`config.mk`:
```
export PLATFORM = sky130hd
export DESIGN_NAME = seg7_dec_seq
export DESIGN_NICKNAME = d
export VERILOG_FILES = /design/src/rtl/seg7_pkg.sv /design/src/rtl/seg7_dec_lut.sv /design/src/rtl/seg7_dec_seq.sv
export SDC_FILE = /design/constraint.sdc
export NUM_CORES = 1
export LEC_CHECK = 0
export ABC_AREA = 1
export CORE_UTILIZATION = 57
export DETAILED_ROUTE_END_ITERATION = 10
export DONT_BUFFER_PORTS = 1
export GPL_TIMING_DRIVEN = 0
export HOLD_SLACK_MARGIN = 0.12
export PLACE_DENSITY = 0.72
export SLEW_MARGIN = 10
export SYNTH_ARGS = -nofsm -noshare
export SYNTH_HDL_FRONTEND = slang
export SYNTH_SLANG_ARGS = --single-unit
```
`constraint.sdc`:
```
create_clock -name clk -period 2 [get_ports clk]
set_input_delay 0.4 -clock clk [delete_from_list [all_inputs] [get_ports clk]]
set_output_delay 0.4 -clock clk [all_outputs]
set_load 0.005 [all_outputs]
```
`src/rtl/seg7_pkg.sv`:
```
// seg7_pkg: shared definitions for the 7-segment digit decoder/sequencer.
//   - segment bit indices within a segments[6:0] bus
//   - 16-entry signed-digit table {N, segments}; the encoder uses the same
//     table so encode and decode directions cannot drift apart
//   - sequencer state enum
package seg7_pkg;

  localparam int unsigned SEG_TOP = 0;
  localparam int unsigned SEG_UR  = 1;
  localparam int unsigned SEG_LR  = 2;
  localparam int unsigned SEG_BOT = 3;
  localparam int unsigned SEG_LL  = 4;
  localparam int unsigned SEG_UL  = 5;
  localparam int unsigned SEG_MID = 6;

  // Indexed by the raw 4-bit two's-complement code; bit 7 is N (negative).
  // Negative codes show the magnitude glyph, -8 shows the full "8".
  localparam logic [15:0][7:0] SEG7_TABLE = {
    8'h86,  // F : -1
    8'hDB,  // E : -2
    8'hCF,  // D : -3
    8'hE6,  // C : -4
    8'hED,  // B : -5
    8'hFC,  // A : -6
    8'h87,  // 9 : -7
    8'hFF,  // 8 : -8
    8'h07,  // 7
    8'h7C,  // 6
    8'h6D,  // 5
    8'h66,  // 4
    8'h4F,  // 3
    8'h5B,  // 2
    8'h06,  // 1
    8'h3F   // 0
  };

  typedef enum logic [1:0] {
    IDLE = 2'd0,
    SHOW = 2'd1,
    GAP  = 2'd2
  } seg7_state_e;

  function automatic logic [7:0] seg7_decode(input logic [3:0] code);
    return SEG7_TABLE[code];
  endfunction

endpackage

```
`src/rtl/seg7_dec_lut.sv`:
```
// seg7_dec_lut: combinational signed digit -> {N, segments} decoder.
//   code     : two's-complement digit, -8..7
//   n        : 1 when the digit is negative
//   segments : 7-segment pattern, 1 = lit
module seg7_dec_lut
  import seg7_pkg::*;
(
  input  logic [3:0] code,
  output logic       n,
  output logic [6:0] segments
);

  assign {n, segments} = seg7_decode(code);

endmodule

```
`src/rtl/seg7_dec_seq.sv`:
```
// seg7_dec_seq: streaming signed-digit to 7-segment sequencer.
// Digits enter a DEPTH-entry FIFO over valid/ready; each one is shown on
// {N, segments} for DWELL_CYCLES cycles followed by GAP_CYCLES blank cycles.
//   clk, rst_n : system clock, async active-low reset
//   in_digit   : two's-complement digit, -8..7
//   in_valid   : in_digit valid
//   in_ready   : FIFO can accept (not full, not clearing)
//   clear      : synchronous flush of FIFO and display
//   segments   : registered segment pattern, 1 = lit
//   N          : registered sign indicator
//   busy       : sequencer not idle
//   level      : FIFO occupancy
//
// state | meaning
// IDLE  | outputs blank, waiting for a digit in the FIFO
// SHOW  | digit on the outputs, dwell counter running
// GAP   | outputs blank, gap counter running
module seg7_dec_seq
  import seg7_pkg::*;
#(
  parameter int DEPTH        = 4,
  parameter int DWELL_CYCLES = 1000,
  parameter int GAP_CYCLES   = 100
) (
  input  logic                     clk,
  input  logic                     rst_n,
  input  logic [3:0]               in_digit,
  input  logic                     in_valid,
  output logic                     in_ready,
  input  logic                     clear,
  output logic [6:0]               segments,
  output logic                     N,
  output logic                     busy,
  output logic [$clog2(DEPTH):0]   level
);

  localparam int AW      = $clog2(DEPTH);
  localparam int LW      = AW + 1;
  localparam int MAX_CNT = (DWELL_CYCLES > GAP_CYCLES) ? DWELL_CYCLES : GAP_CYCLES;
  localparam int CNT_W   = (MAX_CNT > 1) ? $clog2(MAX_CNT) : 1;

  localparam logic [CNT_W-1:0] DWELL_LOAD = CNT_W'(DWELL_CYCLES - 1);
  localparam logic [CNT_W-1:0] GAP_LOAD   = (GAP_CYCLES > 0) ? CNT_W'(GAP_CYCLES - 1) : '0;

  logic [3:0]    mem [DEPTH];
  logic [AW-1:0] wr_ptr, rd_ptr;
  logic          full, empty, push, pop;

  logic [3:0]    head_code;
  logic          head_n;
  logic [6:0]    head_seg;

  seg7_state_e      state, state_n;
  logic [CNT_W-1:0] cnt, cnt_n;
  logic [6:0]       seg_q, seg_n;
  logic             n_q, n_n;

  assign full     = (level == LW'(DEPTH));
  assign empty    = (level == '0);
  assign in_ready = !full && !clear;
  assign push     = in_valid && in_ready;

  assign head_code = mem[rd_ptr];

  seg7_dec_lut u_lut (
    .code     (head_code),
    .n        (head_n),
    .segments (head_seg)
  );

  // Storage carries no reset; only pointers and level define validity.
  always_ff @(posedge clk) begin
    if (push) mem[wr_ptr] <= in_digit;
  end

  always_ff @(posedge clk or negedge rst_n) begin
    if (!rst_n) begin
      wr_ptr <= '0;
      rd_ptr <= '0;
      level  <= '0;
    end else if (clear) begin
      wr_ptr <= '0;
      rd_ptr <= '0;
      level  <= '0;
    end else begin
      if (push) wr_ptr <= wr_ptr + 1'b1;
      if (pop)  rd_ptr <= rd_ptr + 1'b1;
      case ({push, pop})
        2'b10:   level <= level + 1'b1;
        2'b01:   level <= level - 1'b1;
        default: level <= level;
      endcase
    end
  end

  always_ff @(posedge clk or negedge rst_n) begin
    if (!rst_n) begin
      state <= IDLE;
      cnt   <= '0;
      seg_q <= '0;
      n_q   <= 1'b0;
    end else if (clear) begin
      state <= IDLE;
      cnt   <= '0;
      seg_q <= '0;
      n_q   <= 1'b0;
    end else begin
      state <= state_n;
      cnt   <= cnt_n;
      seg_q <= seg_n;
      n_q   <= n_n;
    end
  end

  always_comb begin
    state_n = state;
    cnt_n   = cnt;
    seg_n   = seg_q;
    n_n     = n_q;
    pop     = 1'b0;
    case (state)
      IDLE: begin
        seg_n = '0;
        n_n   = 1'b0;
        if (!empty) begin
          pop     = 1'b1;
          seg_n   = head_seg;
          n_n     = head_n;
          cnt_n   = DWELL_LOAD;
          state_n = SHOW;
        end
      end
      SHOW: begin
        if (cnt != '0) begin
          cnt_n = cnt - 1'b1;
        end else if (GAP_CYCLES > 0) begin
          seg_n   = '0;
          n_n     = 1'b0;
          cnt_n   = GAP_LOAD;
          state_n = GAP;
        end else if (!empty) begin
          // back-to-back: next digit replaces the current one with no blank
          pop   = 1'b1;
          seg_n = head_seg;
          n_n   = head_n;
          cnt_n = DWELL_LOAD;
        end else begin
          seg_n   = '0;
          n_n     = 1'b0;
          state_n = IDLE;
        end
      end
      GAP: begin
        if (cnt != '0) begin
          cnt_n = cnt - 1'b1;
        end else if (!empty) begin
          pop     = 1'b1;
          seg_n   = head_seg;
          n_n     = head_n;
          cnt_n   = DWELL_LOAD;
          state_n = SHOW;
        end else begin
          state_n = IDLE;
        end
      end
      default: begin
        seg_n   = '0;
        n_n     = 1'b0;
        state_n = IDLE;
      end
    endcase
  end

  assign segments = seg_q;
  assign N        = n_q;
  assign busy     = (state != IDLE);

endmodule

```
==> summary.md <==
| Metric | Value |
|---|---|
| Setup TNS | 0 ps |
| Final worst slack | between 50 and 60 ps |
| Fmax | 515.2 MHz |
| Worst setup EP type | flip-flop |
| Status | finished, violations left |
| WS Path Type | flip-flop to flip-flop |
| Core box area | ~4400 um2 |
| Pin count of the biggest net entering global routing | 28 |
| CP max FO | 3 |
| Most frequent cells in the layout | nand2_1 (112), inv_1 (29), nand3_1 (28) |
| Clk_skew | 4.857 ps |
| WL/cell | around 13 um |
| Final Slew Violations | 0 |
| Syn Std Cell Area | 2705 um2 |
| Final instance area | roughly 3100 um2 |
| Critical Path AT | roughly 2200 ps |
| Crit path required time | 2210 ps |
| Worst-Skew Late Latency | approximately 310 ps |
| LEAKAGE | 0.001511 uW |
| EDFF count, synth | 16 |
| Dpl ws | -285.1 ps |
| TritonCTS clock tree | yes |
| Multi-input gate area | roughly 1400 um2 |
| Clk root buf | clkbuf_8 |
| Vias in the first global route | ~2200 |
| Yosys reg bits | 43 |
| IO Pins | 21 |
| Initial Util | between 60 and 70% |
| Sequential-to-total area share from yosys stat | a little over two fifths |
| PwrDens | 1612 nW/um2 |
| GRT Overall Usage | 24.56% |
| Max VDD drop | 0.8858 mV |
| Worst Max-Slew Pin Slew | 508.5 ps |
| Syn Area/Cell | 7.956 um2 |
| Nets | 386 |
| Fillers | 341 |
| Sink Count | 43 |
| Slack of the worst reg-to-reg path | 60 ps |
| Vias per cell | 5.328 |
| Synth area leader | dfrtp_1 |
| Post-DP HPWL | 3941 um |
| Total gr overflow | 0 |
| FF/Latch Area | 1159 um2 |
| Detailed Routing Iterations Pass 1 | 11 |
| Synth-to-layout area growth | 14.52% |
| CTS buffer count | 5 |
| Tcrit/Tclk final | 97.05% |
| Die width | roughly 70 um |
| Antenna diodes | 0 |
| Most common cell after layout, fill and taps aside | nand2_1 |
| DRT iter0 DRCs | 178 |
| Max clock buf depth | 2 |
| Routed Antenna Nets | 0 |
| Number of remaining DRC errors | 4 |
| Top cell type's share of synthesized area | 24.98% |
| Cells after Synth | 340 |
| Row count | 24 |
| Post-synth ARST share | a little over three fifths |
| Tmin final | 1941 ps |
| Netlist cell types | 29 |
| CTS clk-pin slew, worst paths | ~90 ps |
| Total wire length | ~5600 um |
| Critical Path Source Type | flip-flop |
| Hold Vio Cnt, Final | 0 |
| Top post-synthesis cells by area | dfrtp_1 (25%), edfxtp_1 (18%), nand2_1 (16%) |
| Initial antenna violation count | 0 |
| Failing checks | design-rule violations |
| Worst slew margin | 65.81% |
| H-tree Lvls | 2 |
| HP Class | input port to flip-flop |
| Overall power | 4995 uW |
| Vias post-DR | between 2000 and 2500 |
| First-pass GRT wire length | 9660 um |
| Number of port buffers | 0 |
| RSZ-0062 raised after global routing | yes |
| Share of layout cells above drive strength 1 | 21.21% |
| Die Span Y | roughly 71 um |
| Max Cap Viol | 0 |
| Setup violations, final | 0 |
| Die area | 5025 um2 |
| Synth warnings | 0 |
| Syn Nets | around 360 |
| Final GP Congestion | 0.9029 |
| Area after DPL | 2778 um2 |
| Final Hold Slack | 175.3 ps |
| Primary FF master, synth | dfrtp_1 |
timing repair:
item,CTS,global route
endpoints found under the hold margin,27,0
resized for setup,15,5
setup buffers,9,4
endpoints found under the setup margin,2,3
pin swaps,8,8
hold buffers,2,0
gates cloned,0,0
synthesized netlist by cell type, types with 7 or more instances:
library cell and n:
dfrtp_1 27, edfxtp_1 16, ha_1 15, inv_1 35, inv_2 8, nand2_1 113, nand2_2 8, nand3_1 29
nand3_2 7, nand4_1 8, nor2_1 26, o21ai_0 14, o21ai_1 7
stage by stage:
stage	util (%)	std cells
2_1_floorplan	-	340
3_3_place_gp	62.50	392
3_5_place_dp	62.50	392
4_1_cts	68.47	411
5_1_grt	69.71	415
6_report	69.71	415
metal layers:
layer / global-route usage [%] / share of wire, % / wire [um] / vias to the layer above
met5: 0 / 0 / 0 / -
met1: 32.12 / 47 / 2617 / 1024
li1: - / - / - / 1139
met2: 41.67 / 49 / 2718 / 42
met4: 7.333 / 1.2 / 65 / 0
met3: 4.701 / 3.4 / 191 / 6
power by group:
group          switching [uW]  internal [uW]
Sequential                245           1130
Clock                     341            379
Combinational            1840           1060
Total                    2420           2570
final timing paths:
kind,to,depth (start not counted),startpoint
worst max-delay path,level[2]$_DFFE_PN0P_,15,cnt[0]$_DFFE_PN0P_
worst min-delay path,mem[2][0]$_DFFE_PP_,0,in_digit[0]
worst max register to register,level[2]$_DFFE_PN0P_,15,cnt[0]$_DFFE_PN0P_
worst min register to register,segments[5]$_DFFE_PN0P_,2,segments[5]$_DFFE_PN0P_
max in group asynchronous,level[1]$_DFFE_PN0P_,2,rst_n
min in group asynchronous,segments[3]$_DFFE_PN0P_,2,rst_n
critical path: stages, from the launching register on:
cell     delay, ps
dfrtp_1        400
inv_2           90
ha_4           170
nand3_4         90
nor2_4         170
nand3_4         90
nand2_4         90
nand2_4         50
inv_2           50
fa_2           200
xor2_2         160
inv_1           60
nand3_2         50
nand2_1         50
nand2_1         60
nand2_1         50
cells by family (layout without fill, tap and decap cells):
logic type               count (synthesis)  after routing  synth area share [%]
AND/OR/NAND/NOR                        203            203                 36.36
buffers and inverters                   47             70                 6.892
flip-flops                              43             43                 42.74
AO/OA/AOI/OAI                           30             30                 6.013
adder cells (fa/ha/maj)                 16             16                 7.678
XOR/XNOR                                 1              1                0.3238
sequential cells by signal (all words and copies together) (netlist names):
name and cells:
mem 16, cnt 10, segments 7, level 3
rd_ptr 2, state 2, wr_ptr 2, N 1
final cells by class:
class | count | area share [%]
buffer | 3 | 0.6866
clock buffer | 5 | 2.221
clock inverter | 3 | 1.535
inverter | 44 | 5.331
multi-input combinational | 250 | 46.61
sequential | 43 | 37.40
tap | 52 | 2.100
timing repair buffer | 15 | 4.120
No activity file was read; power rests on OpenSTA's default activity.
